**src/rtl/lcd_nibble_driver.sv**
```systemverilog
// 4-bit HD44780 LCD write driver: power-on wait, nibble init, configuration bytes,
// then a valid/ready byte port. Every LCD-facing output is a flop.
module lcd_nibble_driver #(
    parameter int T_PWR  = 750000,
    parameter int T_E    = 12,
    parameter int T_SU   = 2,
    parameter int T_NIB  = 50,
    parameter int T_BYTE = 2000,
    parameter int T_CLR  = 82000,
    parameter int T_I1   = 205000,
    parameter int T_I2   = 5000
) (
    input  logic       clk,
    input  logic       resetbtn,
    input  logic       wr_valid,
    input  logic       wr_rs,
    input  logic [7:0] wr_data,
    output logic       wr_ready,
    output logic       init_done,
    output logic       sf_e,
    output logic       e,
    output logic       rs,
    output logic       rw,
    output logic       d,
    output logic       c,
    output logic       b,
    output logic       a
);

    function automatic int max2(int x, int y);
        return (x > y) ? x : y;
    endfunction

    localparam int CMAX = max2(max2(max2(T_PWR, T_I1), max2(T_I2, T_CLR)),
                               max2(max2(T_BYTE, T_NIB), max2(T_E, T_SU)));
    localparam int CW   = $clog2(CMAX + 1);

    localparam logic [CW-1:0] L_PWR  = CW'(T_PWR - 1);
    localparam logic [CW-1:0] L_E    = CW'(T_E - 1);
    localparam logic [CW-1:0] L_SU   = CW'(T_SU - 1);
    localparam logic [CW-1:0] L_NIB  = CW'(T_NIB - 1);
    localparam logic [CW-1:0] L_BYTE = CW'(T_BYTE - 1);
    localparam logic [CW-1:0] L_CLR  = CW'(T_CLR - 1);
    localparam logic [CW-1:0] L_I1   = CW'(T_I1 - 1);
    localparam logic [CW-1:0] L_I2   = CW'(T_I2 - 1);

    // Configuration bytes reuse the user byte path (SEND_HI..WAIT) with cfg set,
    // so they get exactly the same nibble timing as user writes.
    typedef enum logic [2:0] {
        S_PWR, S_INIT, S_HI, S_GAP, S_LO, S_WAIT, S_IDLE
    } state_t;

    typedef enum logic [1:0] {PH_SU, PH_EH, PH_HD, PH_WT} ph_t;

    function automatic logic [7:0] cfg_byte(logic [1:0] i);
        case (i)
            2'd0:    return 8'h28;
            2'd1:    return 8'h06;
            2'd2:    return 8'h0C;
            default: return 8'h01;
        endcase
    endfunction

    state_t          state, state_n;
    ph_t             ph, ph_n;
    logic [CW-1:0]   cnt, cnt_n;
    logic [1:0]      idx, idx_n;
    logic            cfg, cfg_n;
    logic [7:0]      byte_q, byte_n;
    logic            brs_q, brs_n;
    logic [3:0]      nib_q, nib_n;
    logic            rs_q, rs_n;
    logic            e_q, e_n;
    logic            done_n;
    logic            load, load_rs, nib_done;
    logic [7:0]      load_byte;
    logic [CW-1:0]   init_lim, wait_lim;

    always_comb begin
        case (idx)
            2'd0:    init_lim = L_I1;
            2'd1:    init_lim = L_I2;
            default: init_lim = L_BYTE;
        endcase
        wait_lim = (!brs_q && (byte_q == 8'h01 || byte_q == 8'h02)) ? L_CLR : L_BYTE;
    end

    always_comb begin
        state_n   = state;
        ph_n      = ph;
        cnt_n     = cnt + 1'b1;
        idx_n     = idx;
        cfg_n     = cfg;
        byte_n    = byte_q;
        brs_n     = brs_q;
        nib_n     = nib_q;
        rs_n      = rs_q;
        done_n    = init_done;
        load      = 1'b0;
        load_byte = 8'h00;
        load_rs   = 1'b0;
        nib_done  = 1'b0;

        // setup -> E high -> one hold cycle, shared by every nibble
        if (state == S_INIT || state == S_HI || state == S_LO) begin
            case (ph)
                PH_SU:   if (cnt == L_SU) begin ph_n = PH_EH; cnt_n = '0; end
                PH_EH:   if (cnt == L_E)  begin ph_n = PH_HD; cnt_n = '0; end
                PH_HD:   nib_done = 1'b1;
                default: ;
            endcase
        end

        case (state)
            S_PWR: begin
                if (cnt == L_PWR) begin
                    state_n = S_INIT;
                    ph_n    = PH_SU;
                    cnt_n   = '0;
                    nib_n   = 4'h3;
                    rs_n    = 1'b0;
                    idx_n   = '0;
                end
            end
            S_INIT: begin
                if (nib_done) begin
                    ph_n  = PH_WT;
                    cnt_n = '0;
                end else if (ph == PH_WT && cnt == init_lim) begin
                    cnt_n = '0;
                    if (idx == 2'd3) begin
                        cfg_n     = 1'b1;
                        idx_n     = '0;
                        load      = 1'b1;
                        load_byte = cfg_byte(2'd0);
                    end else begin
                        idx_n = idx + 2'd1;
                        ph_n  = PH_SU;
                        nib_n = (idx == 2'd2) ? 4'h2 : 4'h3;
                    end
                end
            end
            S_HI: begin
                if (nib_done) begin state_n = S_GAP; cnt_n = '0; end
            end
            S_GAP: begin
                if (cnt == L_NIB) begin
                    state_n = S_LO;
                    ph_n    = PH_SU;
                    cnt_n   = '0;
                    nib_n   = byte_q[3:0];
                end
            end
            S_LO: begin
                if (nib_done) begin state_n = S_WAIT; cnt_n = '0; end
            end
            S_WAIT: begin
                if (cnt == wait_lim) begin
                    cnt_n = '0;
                    if (cfg && idx != 2'd3) begin
                        idx_n     = idx + 2'd1;
                        load      = 1'b1;
                        load_byte = cfg_byte(idx + 2'd1);
                    end else begin
                        state_n = S_IDLE;
                        cfg_n   = 1'b0;
                        done_n  = 1'b1;
                    end
                end
            end
            S_IDLE: begin
                cnt_n = '0;
                if (wr_valid) begin
                    load      = 1'b1;
                    load_byte = wr_data;
                    load_rs   = wr_rs;
                end
            end
            default: state_n = S_PWR;
        endcase

        if (load) begin
            state_n = S_HI;
            ph_n    = PH_SU;
            cnt_n   = '0;
            byte_n  = load_byte;
            brs_n   = load_rs;
            nib_n   = load_byte[7:4];
            rs_n    = load_rs;
        end

        e_n = (ph_n == PH_EH) && (state_n == S_INIT || state_n == S_HI || state_n == S_LO);
    end

    always_ff @(posedge clk) begin
        if (!resetbtn) begin
            state     <= S_PWR;
            ph        <= PH_SU;
            cnt       <= '0;
            idx       <= '0;
            cfg       <= 1'b0;
            byte_q    <= '0;
            brs_q     <= 1'b0;
            nib_q     <= '0;
            rs_q      <= 1'b0;
            e_q       <= 1'b0;
            init_done <= 1'b0;
        end else begin
            state     <= state_n;
            ph        <= ph_n;
            cnt       <= cnt_n;
            idx       <= idx_n;
            cfg       <= cfg_n;
            byte_q    <= byte_n;
            brs_q     <= brs_n;
            nib_q     <= nib_n;
            rs_q      <= rs_n;
            e_q       <= e_n;
            init_done <= done_n;
        end
    end

    assign wr_ready     = (state == S_IDLE) && init_done;
    assign e            = e_q;
    assign rs           = rs_q;
    assign {d, c, b, a} = nib_q;
    assign rw           = 1'b0;
    assign sf_e         = 1'b1;

endmodule

```
**config.mk**
```make
export PLATFORM = sky130hd
export DESIGN_NAME = lcd_nibble_driver
export DESIGN_NICKNAME = d
export VERILOG_FILES = /design/src/rtl/lcd_nibble_driver.sv
export SDC_FILE = /design/constraint.sdc
export NUM_CORES = 1
export LEC_CHECK = 0
export ABC_AREA = 1
export CORE_MARGIN = 2
export CORE_UTILIZATION = 53
export DETAILED_ROUTE_END_ITERATION = 10
export GPL_TIMING_DRIVEN = 0
export HOLD_SLACK_MARGIN = 0.02
export PLACE_DENSITY = 0.88
export SLEW_MARGIN = 20
export SYNTH_ARGS = -nofsm -noshare
export SYNTH_HDL_FRONTEND = slang
export SYNTH_SLANG_ARGS = --single-unit
```
**constraint.sdc**
```tcl
create_clock -name clk -period 1.7 [get_ports clk]
set_input_delay 0.34 -clock clk [delete_from_list [all_inputs] [get_ports clk]]
set_output_delay 0.34 -clock clk [all_outputs]
set_load 0.02 [all_outputs]
```
==> flow_metrics.tcl <==
set metrics [dict create \
    worstReg2RegStart "cnt[6]" \
    ant_nets 0 \
    finalWorstPathRequiredPeriod_ns 2.186 \
    crit_path_max_fanout 7 \
    fin_skew_ns 0.004330 \
    numCtsBuffers 5 \
    synth.distinct_cells 40 \
    setup.worst_path.class "register to register" \
    cp-end-kind "register" \
    finalSetupViolations 44 \
    critical_path.startpoint_type "register" \
    dieArea_sq_um 5762 \
    cts-root-to-sink-buffers 2 \
    grt_overflow_total 0 \
    fin_ws_ns -0.4858 \
    cellLeakagePower_nw 1.559 \
    critPathSlowestCell "dfxtp_4" \
    initial_antenna_violation_count 0 \
    top_level_ports 22 \
    largest_net_degree_at_the_start_of_global_routing 14 \
    average_instance_area_after_synthesis_sq_um 6.867 \
    tritoncts "built" \
    dp.final_hpwl_um 4911 \
    avg_wl_per_cell_um 19.15 \
    synth_nets 418 \
    place_inst 487 \
    final_min_period_over_clock_period_pct 128.6 \
    max_freq_mhz 457.5 \
    hold_ws_ns 0.3315 \
    h_tree_depth 2 \
    timing.critical_path.arrival_ns 2.41 \
    syn_to_final_growth_pct 42.10 \
    detailroute.via_count 3391 \
    design.final.nets 486 \
    first_iter_violations 671 \
    clk_pin_slew_ns 0.09 \
    detail_route.wirelength_um 10310 \
    timing.critical_path.slowest_cell_delay_ns 0.42 \
    maxSlewViolCount 0 \
    crit_chain "inv_2, nor2_2, nand3_2, nor3_4, nand4_1, buf_4, buf_4, o21ai_2, a21oi_2, nor2_1" \
    synth_seq_cells 44 \
    finalWeightedCongestion 0.9417 \
    postLayoutCoreUtil_pct 77.22 \
    design.core.area_sq_um 5042 \
    sequential_to_total_area_share_from_yosys_stat_pct 32.15 \
    tightest_slew_margin_relative_to_the_limit_pct 46.94 \
    cpMostUsedCell "buf_4" \
    drt_drc_violations_left 0 \
    min_path_type "input pin to register" \
    rsz_0062_raised_after_global_routing "true" \
    min-delay-start "resetbtn" \
    floorplan.initialDensity_pct 54.34 \
    power.density_cell_area_nw_per_um2 531.9 \
    syn_area_sq_um 2740 \
    vdd_drop_max_v 0.0003266 \
    routed_via_density 6.303 \
    antennaDiodeCount 0 \
    cp_num_buf_inv 3 \
    layout-drive-gt1-share_pct 42.74 \
    drt_first_pass_iters 6 \
    max_slew.worst_pin.slew_ns 0.7960 \
    final_hold_viol_count 0 \
    grt_use_total_pct 28.89 \
    crit_start "cnt[6]" \
    max-cap-violations 0 \
    die_y_um 75.91 \
    portBuffers 18 \
    grt_first_pass_wirelength_um 13530 \
    synthesis.instances 399 \
    violations_in_the_final_reports "negative setup slack" \
    root_buffer "clkbuf_8" \
    cpLargestDelayFamily "simple AND/OR/NAND/NOR gates" \
    grt_pass1_vias 2916 \
    worstPathRequired_ns 1.92 \
    clock_sink_count 44 \
    insertion_delay_ns 0.31 \
    status "finished, violations left" \
    placementRows 26 \
    dieWidth_um 75.91 \
    ys.warnings.count 0 \
    final-instance-count-excl-fill 538 \
    ctsHoldBuffers 0 \
]
[stage by stage]
| stage | total power [mW] | cell area [sq um] | setup slack, ns | TNS [ns] |
|---|---|---|---|---|
| floorplan | 1.123 | 2783 | -0.05494 | -0.05494 |
| CTS | 2.048 | 3582 | -0.2001 | -5.327 |
| global route | 2.107 | 3894 | -0.5464 | -20.40 |
| detailed placement | 1.160 | 3050 | -0.2522 | -7.034 |
| global placement | 1.159 | 3050 | -0.2458 | -6.537 |
| finish | 2.071 | 3894 | -0.4858 | -16.24 |
[cells in the final DEF (no fill, tap or decap), drive strengths merged]
cell and count:
a211oi 1, a21boi 2, a21oi 21, a22oi 3, a31oi 5, buf 49, bufinv 1, clkbuf 10
clkdlybuf4s50 17, conb 2, dfxtp 44, ha 7, inv 53, nand2 84, nand3 31, nand3b 1
nand4 8, nor2 78, nor3 8, nor4 2, o2111ai 1, o21a 1, o21ai 17, o22ai 1
o31ai 1, or2 2, xnor2 3, xor2 15
[metal layers]
metal	routed length (um)	up-vias	GRT usage, %
li1	-	1412	-
met1	3615	1517	35.30
met2	4569	337	46.79
met3	1222	125	6.548
met4	897	0	16.73
met5	0	-	0
[cell usage after synthesis (all sizes together)]
| cell type | count | share of area, % |
|---|---|---|
| or2 | 2 | 0.46 |
| a22oi | 3 | 0.82 |
| conb | 2 | 0.27 |
| nand3 | 31 | 7.1 |
| clkbuf | 2 | 0.27 |
| a21oi | 21 | 4.1 |
| o21a | 1 | 0.27 |
| nor2 | 78 | 13 |
| nand3b | 1 | 0.27 |
| ha | 7 | 3.2 |
| a21boi | 2 | 0.55 |
| buf | 6 | 1.8 |
| nand2 | 84 | 12 |
| inv | 53 | 7.3 |
| xnor2 | 3 | 0.96 |
| a211oi | 1 | 0.27 |
| o2111ai | 1 | 0.32 |
| xor2 | 15 | 4.8 |
| nor4 | 2 | 0.69 |
| o21ai | 17 | 3.5 |
| nor3 | 8 | 1.6 |
| dfxtp | 44 | 32 |
| o31ai | 1 | 0.27 |
| o22ai | 1 | 0.23 |
| a31oi | 5 | 1.1 |
| nand4 | 8 | 1.8 |
[state kept, by name, indices dropped and copies added (netlist names)]
register / count
cnt: 20
byte_q: 8
nib_q: 4
state: 3
idx: 2
ph: 2
brs_q: 1
cfg: 1
e: 1
init_done: 1
rs: 1
[repair_timing]
action / 4_1_cts / 5_1_grt
pin swaps: 29 / 30
buffers inserted: 22 / 19
gates cloned: 2 / 0
resized for setup: 77 / 68
endpoints found under the setup margin: 44 / 45
[area by class of cell]
| class | instances | area (sq um) |
|---|---|---|
| Buffer | 8 | 58.81 |
| Clock buffer | 7 | 96.34 |
| Clock inverter | 1 | 30.03 |
| Fill cell | 283 | 1149 |
| Inverter | 53 | 214.0 |
| Multi-Input combinational cell | 294 | 1952 |
| Sequential cell | 44 | 927.1 |
| Tap cell | 70 | 87.58 |
| Timing Repair Buffer | 61 | 528.0 |
[logic make-up after synthesis]
group / count (synthesis) / share of synthesized area, %
adders and majority gates: 7 / 3.196
and+or+nand+nor: 214 / 37.76
xor gates and xnor gates: 18 / 5.754
DFF: 44 / 32.15
AOI/OAI and AO/OA: 53 / 11.51
other: 2 / 0.2741
buffers and inverters: 61 / 9.361
[path summary, 6_finish.rpt]
check | to | slack, ns | cells past startpoint
hold / removal | nib_q[3] | 0.33 | 3
setup reg to reg | byte_q[0] | -0.49 | 10
hold reg to reg | cnt[0] | 0.45 | 1
setup / recovery | byte_q[0] | -0.49 | 10
[worst reg2reg max path: stages, from the launching register on]
cell,delay [ns]
dfxtp_4,0.42
inv_2,0.07
nor2_2,0.14
nand3_2,0.11
nor3_4,0.28
nand4_1,0.33
buf_4,0.27
buf_4,0.14
o21ai_2,0.12
a21oi_2,0.05
nor2_1,0.16
[power breakdown]
part | total [mW] | internal, mW | switching (mW)
Clock | 0.914 | 0.519 | 0.395
Sequential | 1.03 | 1.03 | 0.00873
Combinational | 0.123 | 0.0581 | 0.0648
Total | 2.07 | 1.60 | 0.469
Note: power is estimated with default switching activity, not from simulation.
